### src/rtl/jzjpcc_execute_stage_if.sv
// Decode-to-execute bundle for the jzjpcc pipeline.
// Carries one decoded instruction: operand values, immediate, word-aligned PC,
// register addresses and the ALU / memory / writeback control fields.
// Modports: decode drives the bundle, execute samples it.
interface jzjpcc_execute_if #(
    parameter int PC_MAX_B = 15
);
    logic [31:0]       immediate;
    logic [31:0]       rs1;
    logic [31:0]       rs2;
    logic [PC_MAX_B:2] currentPC;
    logic [4:0]        rdAddr;
    logic [4:0]        rs1Addr;
    logic [4:0]        rs2Addr;
    logic [2:0]        aluOperation;
    logic              aluMod;
    logic [1:0]        aluMuxMode;
    logic              memoryWriteEnable;
    logic              rdSource;
    logic              rdWriteEnable;

    modport execute (
        input immediate, rs1, rs2, currentPC, rdAddr, rs1Addr, rs2Addr,
              aluOperation, aluMod, aluMuxMode, memoryWriteEnable, rdSource,
              rdWriteEnable
    );

    modport decode (
        output immediate, rs1, rs2, currentPC, rdAddr, rs1Addr, rs2Addr,
               aluOperation, aluMod, aluMuxMode, memoryWriteEnable, rdSource,
               rdWriteEnable
    );
endinterface

### src/rtl/jzjpcc_execute_stage.sv
// Execute stage of the jzjpcc pipeline: ID/EX register, operand forwarding,
// ALU, load-use hazard detection and the EX/MEM register.
// Ports:
//   clock, reset          sole clock; synchronous active-low reset
//   fromDecode            decoded instruction (execute modport)
//   stall                 hold ID/EX, push a bubble into EX/MEM
//   flush                 push a bubble into ID/EX (wins over stall)
//   wbRdAddr/WriteEnable/Data   writeback-stage forwarding source
//   *_memory              EX/MEM register outputs
//   loadUseHazard         ID/EX reads a register still being loaded in EX/MEM
module jzjpcc_execute_stage #(
    parameter int PC_MAX_B = 15
) (
    input  logic        clock,
    input  logic        reset,
    jzjpcc_execute_if.execute fromDecode,
    input  logic        stall,
    input  logic        flush,
    input  logic [4:0]  wbRdAddr,
    input  logic        wbRdWriteEnable,
    input  logic [31:0] wbRdData,
    output logic [31:0] aluResult_memory,
    output logic [31:0] rs2_memory,
    output logic [4:0]  rdAddr_memory,
    output logic        memoryWriteEnable_memory,
    output logic        rdSource_memory,
    output logic        rdWriteEnable_memory,
    output logic        loadUseHazard
);
    typedef struct packed {
        logic [31:0]       immediate;
        logic [31:0]       rs1;
        logic [31:0]       rs2;
        logic [PC_MAX_B:2] pc;
        logic [4:0]        rd_addr;
        logic [4:0]        rs1_addr;
        logic [4:0]        rs2_addr;
        logic [2:0]        alu_op;
        logic              alu_mod;
        logic [1:0]        mux_mode;
        logic              mem_we;
        logic              rd_source;
        logic              rd_we;
    } idex_t;

    idex_t       idex;
    idex_t       dec;
    logic [31:0] fwd_rs1;
    logic [31:0] fwd_rs2;
    logic [31:0] op_a;
    logic [31:0] op_b;
    logic [31:0] alu_out;

    always_comb begin
        dec           = '0;
        dec.immediate = fromDecode.immediate;
        dec.rs1       = fromDecode.rs1;
        dec.rs2       = fromDecode.rs2;
        dec.pc        = fromDecode.currentPC;
        dec.rd_addr   = fromDecode.rdAddr;
        dec.rs1_addr  = fromDecode.rs1Addr;
        dec.rs2_addr  = fromDecode.rs2Addr;
        dec.alu_op    = fromDecode.aluOperation;
        dec.alu_mod   = fromDecode.aluMod;
        dec.mux_mode  = fromDecode.aluMuxMode;
        dec.mem_we    = fromDecode.memoryWriteEnable;
        dec.rd_source = fromDecode.rdSource;
        dec.rd_we     = fromDecode.rdWriteEnable;
    end

    // A load in EX/MEM has no data yet, so only ALU results forward from there.
    function automatic logic [31:0] forward(
        input logic [4:0]  addr,
        input logic [31:0] raw,
        input logic [4:0]  mem_addr,
        input logic        mem_we,
        input logic        mem_src,
        input logic [31:0] mem_data,
        input logic [4:0]  wb_addr,
        input logic        wb_we,
        input logic [31:0] wb_data
    );
        logic [31:0] val;
        val = raw;
        if (addr != 5'd0) begin
            if (mem_we && !mem_src && (mem_addr == addr)) begin
                val = mem_data;
            end else if (wb_we && (wb_addr == addr)) begin
                val = wb_data;
            end
        end
        return val;
    endfunction

    always_comb begin
        fwd_rs1 = forward(idex.rs1_addr, idex.rs1, rdAddr_memory, rdWriteEnable_memory,
                          rdSource_memory, aluResult_memory, wbRdAddr, wbRdWriteEnable, wbRdData);
        fwd_rs2 = forward(idex.rs2_addr, idex.rs2, rdAddr_memory, rdWriteEnable_memory,
                          rdSource_memory, aluResult_memory, wbRdAddr, wbRdWriteEnable, wbRdData);
    end

    always_comb begin
        op_a = fwd_rs1;
        case (idex.mux_mode)
            2'b10:   op_a = 32'({idex.pc, 2'b00});
            2'b11:   op_a = 32'd0;
            default: op_a = fwd_rs1;
        endcase
        op_b = (idex.mux_mode == 2'b00) ? fwd_rs2 : idex.immediate;
    end

    always_comb begin
        alu_out = 32'd0;
        case (idex.alu_op)
            3'b000: alu_out = idex.alu_mod ? (op_a - op_b) : (op_a + op_b);
            3'b001: alu_out = op_a << op_b[4:0];
            3'b010: alu_out = {31'd0, ($signed(op_a) < $signed(op_b))};
            3'b011: alu_out = {31'd0, (op_a < op_b)};
            3'b100: alu_out = op_a ^ op_b;
            3'b101: alu_out = idex.alu_mod ? 32'($signed(op_a) >>> op_b[4:0])
                                           : (op_a >> op_b[4:0]);
            3'b110: alu_out = op_a | op_b;
            default: alu_out = op_a & op_b;
        endcase
    end

    always_comb begin
        loadUseHazard = rdWriteEnable_memory && rdSource_memory && (rdAddr_memory != 5'd0)
                        && ((rdAddr_memory == idex.rs1_addr) || (rdAddr_memory == idex.rs2_addr));
    end

    always_ff @(posedge clock) begin
        if (!reset) begin
            idex                     <= '0;
            aluResult_memory         <= 32'd0;
            rs2_memory               <= 32'd0;
            rdAddr_memory            <= 5'd0;
            memoryWriteEnable_memory <= 1'b0;
            rdSource_memory          <= 1'b0;
            rdWriteEnable_memory     <= 1'b0;
        end else begin
            if (flush) begin
                idex <= '0;
            end else if (!stall) begin
                idex <= dec;
            end

            if (stall) begin
                aluResult_memory         <= 32'd0;
                rs2_memory               <= 32'd0;
                rdAddr_memory            <= 5'd0;
                memoryWriteEnable_memory <= 1'b0;
                rdSource_memory          <= 1'b0;
                rdWriteEnable_memory     <= 1'b0;
            end else begin
                aluResult_memory         <= alu_out;
                rs2_memory               <= fwd_rs2;
                rdAddr_memory            <= idex.rd_addr;
                memoryWriteEnable_memory <= idex.mem_we;
                rdSource_memory          <= idex.rd_source;
                rdWriteEnable_memory     <= idex.rd_we;
            end
        end
    end
endmodule
### src/flat_wrapper.sv
// flat-port wrapper written by rule: the top's interface ports become plain ports
module jzjpcc_execute_stage_flat 
#(
    parameter int PC_MAX_B = 15
)
  (clock, reset, stall, flush, wbRdAddr, wbRdWriteEnable, wbRdData, aluResult_memory, rs2_memory, rdAddr_memory, memoryWriteEnable_memory, rdSource_memory, rdWriteEnable_memory, loadUseHazard, fromDecode_immediate, fromDecode_rs1, fromDecode_rs2, fromDecode_currentPC, fromDecode_rdAddr, fromDecode_rs1Addr, fromDecode_rs2Addr, fromDecode_aluOperation, fromDecode_aluMod, fromDecode_aluMuxMode, fromDecode_memoryWriteEnable, fromDecode_rdSource, fromDecode_rdWriteEnable);
  jzjpcc_execute_if #(.PC_MAX_B(PC_MAX_B)) fromDecode_i ();
  input  logic clock;
  input  logic reset;
  input  logic stall;
  input  logic flush;
  input  logic [4:0] wbRdAddr;
  input  logic wbRdWriteEnable;
  input  logic [31:0] wbRdData;
  output logic [31:0] aluResult_memory;
  output logic [31:0] rs2_memory;
  output logic [4:0] rdAddr_memory;
  output logic memoryWriteEnable_memory;
  output logic rdSource_memory;
  output logic rdWriteEnable_memory;
  output logic loadUseHazard;
  input wire logic [$bits(fromDecode_i.immediate)-1:0] fromDecode_immediate;
  input wire logic [$bits(fromDecode_i.rs1)-1:0] fromDecode_rs1;
  input wire logic [$bits(fromDecode_i.rs2)-1:0] fromDecode_rs2;
  input wire logic [$bits(fromDecode_i.currentPC)-1:0] fromDecode_currentPC;
  input wire logic [$bits(fromDecode_i.rdAddr)-1:0] fromDecode_rdAddr;
  input wire logic [$bits(fromDecode_i.rs1Addr)-1:0] fromDecode_rs1Addr;
  input wire logic [$bits(fromDecode_i.rs2Addr)-1:0] fromDecode_rs2Addr;
  input wire logic [$bits(fromDecode_i.aluOperation)-1:0] fromDecode_aluOperation;
  input wire logic [$bits(fromDecode_i.aluMod)-1:0] fromDecode_aluMod;
  input wire logic [$bits(fromDecode_i.aluMuxMode)-1:0] fromDecode_aluMuxMode;
  input wire logic [$bits(fromDecode_i.memoryWriteEnable)-1:0] fromDecode_memoryWriteEnable;
  input wire logic [$bits(fromDecode_i.rdSource)-1:0] fromDecode_rdSource;
  input wire logic [$bits(fromDecode_i.rdWriteEnable)-1:0] fromDecode_rdWriteEnable;
  assign fromDecode_i.immediate = fromDecode_immediate;
  assign fromDecode_i.rs1 = fromDecode_rs1;
  assign fromDecode_i.rs2 = fromDecode_rs2;
  assign fromDecode_i.currentPC = fromDecode_currentPC;
  assign fromDecode_i.rdAddr = fromDecode_rdAddr;
  assign fromDecode_i.rs1Addr = fromDecode_rs1Addr;
  assign fromDecode_i.rs2Addr = fromDecode_rs2Addr;
  assign fromDecode_i.aluOperation = fromDecode_aluOperation;
  assign fromDecode_i.aluMod = fromDecode_aluMod;
  assign fromDecode_i.aluMuxMode = fromDecode_aluMuxMode;
  assign fromDecode_i.memoryWriteEnable = fromDecode_memoryWriteEnable;
  assign fromDecode_i.rdSource = fromDecode_rdSource;
  assign fromDecode_i.rdWriteEnable = fromDecode_rdWriteEnable;
  jzjpcc_execute_stage #(.PC_MAX_B(PC_MAX_B)) u_core (.clock(clock), .reset(reset), .fromDecode(fromDecode_i), .stall(stall), .flush(flush), .wbRdAddr(wbRdAddr), .wbRdWriteEnable(wbRdWriteEnable), .wbRdData(wbRdData), .aluResult_memory(aluResult_memory), .rs2_memory(rs2_memory), .rdAddr_memory(rdAddr_memory), .memoryWriteEnable_memory(memoryWriteEnable_memory), .rdSource_memory(rdSource_memory), .rdWriteEnable_memory(rdWriteEnable_memory), .loadUseHazard(loadUseHazard));
endmodule
### config.mk
export PLATFORM = sky130hd
export DESIGN_NAME = jzjpcc_execute_stage_flat
export DESIGN_NICKNAME = d
export VERILOG_FILES = /design/src/rtl/jzjpcc_execute_stage_if.sv /design/src/rtl/jzjpcc_execute_stage.sv /design/src/flat_wrapper.sv
export SDC_FILE = /design/constraint.sdc
export NUM_CORES = 1
export LEC_CHECK = 0
export ABC_AREA = 1
export CAP_MARGIN = 10
export CORE_ASPECT_RATIO = 2
export CORE_MARGIN = 2
export CORE_UTILIZATION = 40
export CTS_CLUSTER_DIAMETER = 60
export DETAILED_ROUTE_END_ITERATION = 6
export PLACE_DENSITY = 0.61
export SETUP_SLACK_MARGIN = 0.02
export SYNTH_ARGS = -nofsm -noshare
export SYNTH_HDL_FRONTEND = slang
export SYNTH_SLANG_ARGS = --single-unit
### constraint.sdc
create_clock -name clock -period 6.3 [get_ports clock]
set_clock_uncertainty 0.2 [all_clocks]
set_input_delay 1.26 -clock clock [delete_from_list [all_inputs] [get_ports clock]]
set_output_delay 1.26 -clock clock [all_outputs]
set_load 0.1 [all_outputs]
==> impl_metrics.csv <==
group,metric,value,unit
flow_run,maxCapViolCount,0,
clock_network,cts_buffers,21,
routing,drt_wl_total,110000,um
logic_synthesis,yosys_register_bits,206,
min_path,hold_class,"reg -> reg",
logic_synthesis,synth_fp_nets,3366,
logic_synthesis,synth_common_cells,"642 x nand2_1, 402 x nand3_1, 374 x inv_1",
logic_synthesis,synth_area,18500,sq um
timing,final_max_slew_viol_count,0,
grt,grt_max_degree,111,
power,ir_drop,0.206,mV
worst_setup_path,critPathTopFamily,"compound AO/OA/AOI/OAI gates",
placement,dp_hpwl,87900,um
timing,layout_min_cycle_time,5.97,ns
worst_setup_path,regToRegSetupSlack,0.58,ns
worst_setup_path,cp_slowest_cell,"o21ai_0",
clock_network,cts_sinks,206,
placement,port_buffers,248,
logic_synthesis,synthCells,3091,
logic_synthesis,synth.yosys.seq_area_share,22.2,%
routing,drc,0,
timing,fin_crit_sh,94.7,%
floorplanning,core_area,45800,sq um
logic_synthesis,ys.flop_type,"dfxtp_1",
floorplanning,row_count,111,
floorplanning,chipHeight,309,um
clock_network,ctsResizeCount,0,
grt,track_usage,44.7,%
routing,via_count,23380,
floorplanning,die_width,156,um
logic_synthesis,async_reset_ff_share,0,%
timing,final.setup.tns,0,ns
placement,place_congestion,1.12,
placement,place_area,22200,sq um
power,power_density,245,nW/um^2
cells_and_area,drive_above_1_share,9.23,%
power,leakagePower,10.5,nW
grt,antenna_found_initial,9,
grt,grt_pass1_wl,154000,um
worst_setup_path,crit_top_cell,"nand2_1",
routing,drt_iter0_drc,2551,
timing,timing.hold.ws,0.243,ns
floorplanning,die_area,48200,sq um
logic_synthesis,synth_area_leaders,"dfxtp_1 22%, nand2_1 13%, nand3_1 11%",
logic_synthesis,syn_area_per_cell,6.00,sq um
placement,dpl_worst_slack,0.0885,ns
cells_and_area,fin_area,23000,sq um
run_status,status,"finished, final reports clean",
clock_network,tritoncts,"yes",
routing,ant_nets,0,
floorplanning,num_io_pins,249,
logic_synthesis,ys_warn_count,0,
timing,setup_slack,0.334,ns
cells_and_area,utilization,50.1,%
routing,viasPerCell,5.97,
worst_setup_path,worstPathMaxFanout,20,
placement,dpl.cell_count,3874,
clock_network,cts_buffer_depth,3,
worst_setup_path,critPathKind,"in -> reg",
timing,relSlewSlack,18.9,%
logic_synthesis,ys_types,59,
routing,routedWlPerCell,28.1,um
cells_and_area,syn2layout_area_growth,23.8,%
clock_network,postCtsSetupBuffers,0,
cells_and_area,nNetsFinal,3607,
clock_network,cts.clk_slew.worst_paths,0.07,ns
worst_setup_path,crit_required,6.56,ns
worst_setup_path,arrival,6.23,ns
logic_synthesis,netlist.area_leader.share,22.2,%
timing,hold_violations,0,
worst_setup_path,cpPeakStageDelay,0.54,ns
timing,worst_pin_slew,1.21,ns
grt,overflow,0,
power,total_power,5.63,mW
logic_synthesis,synth.most_common_cell,"nand2_1",
cells_and_area,fin_cells,3919,
timing,rsz0062_at_grt,"no",
timing,setup_viol,0,
clock_network,h-tree-depth,1,
timing,max_freq,168,MHz
grt,grt_pass1_vias,22797,
clock_network,cts_hold_buf,0,
clock_network,clock-root-buffer,"clkbuf_16",
clock_network,insertion_delay,0.54,ns
worst_setup_path,path_buf_inv,7,
floorplanning,start_util,40.5,%
worst_setup_path,crit_path_end_kind,"flip-flop",
routing,drtPass1Iterations,6,
worst_setup_path,cp-start-kind,"primary input",
logic_synthesis,synth-edff-count,0,
logic_synthesis,synth_area_leader_cell,"dfxtp_1",
==> report_power, final <==
group          switching, mW  internal, mW  leakage (nW)
Clock                  0.621         0.742         0.346
Combinational           1.93         0.884          8.45
Sequential            0.0850          1.36          1.68
Total                   2.64          2.99          10.5
==> placed cells by master (no fill, tap or decap), types with 9 or more instances in the layout <==
cell type / Yosys / routed
nor2_1: 332 / 330
clkdlybuf4s50_1: 0 / 247
inv_2: 11 / 13
clkbuf_16: 0 / 21
or2_2: 10 / 9
inv_1: 374 / 372
buf_4: 13 / 170
o21ai_1: 18 / 19
a21oi_1: 190 / 190
nand2_2: 15 / 17
nand3_2: 14 / 14
xor2_1: 11 / 11
ha_1: 97 / 97
a211oi_1: 126 / 126
nand2_1: 642 / 640
a21oi_2: 13 / 13
o211ai_1: 39 / 39
dfxtp_1: 206 / 206
nor3_1: 22 / 21
nand4_1: 72 / 72
nand3_1: 402 / 402
o21ai_0: 201 / 200
==> path summary, 6_finish.rpt <==
| check | startpoint | end | cells past startpoint |
|---|---|---|---|
| max reg2reg | u_core.idex[10]$_SDFFE_PP0N_ | u_core.aluResult_memory[19]$_SDFF_PP0_ | 22 |
| max | wbRdAddr[4] | u_core.aluResult_memory[19]$_SDFF_PP0_ | 28 |
| min reg2reg | u_core.idex[21]$_SDFFE_PP0N_ | u_core.rdAddr_memory[2]$_SDFF_PP0_ | 2 |
| min | u_core.idex[21]$_SDFFE_PP0N_ | u_core.rdAddr_memory[2]$_SDFF_PP0_ | 2 |
==> registers in the layout (all words and copies together) (netlist names) <==
name,count
u_core.idex,134
u_core.aluResult_memory,32
u_core.rs2_memory,32
u_core.rdAddr_memory,5
u_core.memoryWriteEnable_memory,1
u_core.rdSource_memory,1
u_core.rdWriteEnable_memory,1
==> cell type report <==
type,instances,area [sq um]
Antenna cell,8,20.0
Clock buffer,24,567
Clock inverter,13,150
Fill cell,4796,22900
Inverter,388,1460
Multi-Input combinational cell,2292,12100
Sequential cell,206,4120
Tap cell,565,707
Timing Repair Buffer,423,3860
==> kinds of logic (layout without fill, tap and decap cells) <==
| family | count (synthesis) | after routing | share of synthesized area, % |
|---|---|---|---|
| multiplexers | 2 | 2 | 0.108 |
| buffers and inverters | 593 | 848 | 12.8 |
| AND/OR/NAND/NOR | 1535 | 1535 | 36.6 |
| adder cells (fa/ha/maj) | 99 | 99 | 6.76 |
| AO/OA/AOI/OAI | 643 | 643 | 20.9 |
| XOR/XNOR | 13 | 13 | 0.614 |
| other | 0 | 8 | 0 |
| flip-flops | 206 | 206 | 22.2 |
==> worst reg2reg max path, cell delays in order, from the launching register on <==
cell and delay (ns):
dfxtp_1 0.42, nor3_1 0.26, nand3_1 0.57, buf_4 0.46
o211ai_1 0.30, o21ai_0 0.26, o21ai_0 0.54, inv_1 0.10
ha_1 0.32, buf_4 0.16, inv_1 0.06, buf_4 0.13
o21bai_1 0.33, a31oi_1 0.13, o21ai_0 0.14, a21oi_1 0.10
o21ai_0 0.32, nand2_1 0.13, nand2_1 0.10, nor2_1 0.04
nor3_1 0.31, nor2_1 0.09, a21oi_1 0.19
==> metal layers <==
layer	vias to the layer above	GRT usage, %	wire length, um
met3	571	8.50	8420
met5	-	0	11
met4	2	52.4	16200
li1	10741	-	-
met2	1466	75.3	51600
met1	10600	41.8	33700
Power figures use the tool's default switching activity.
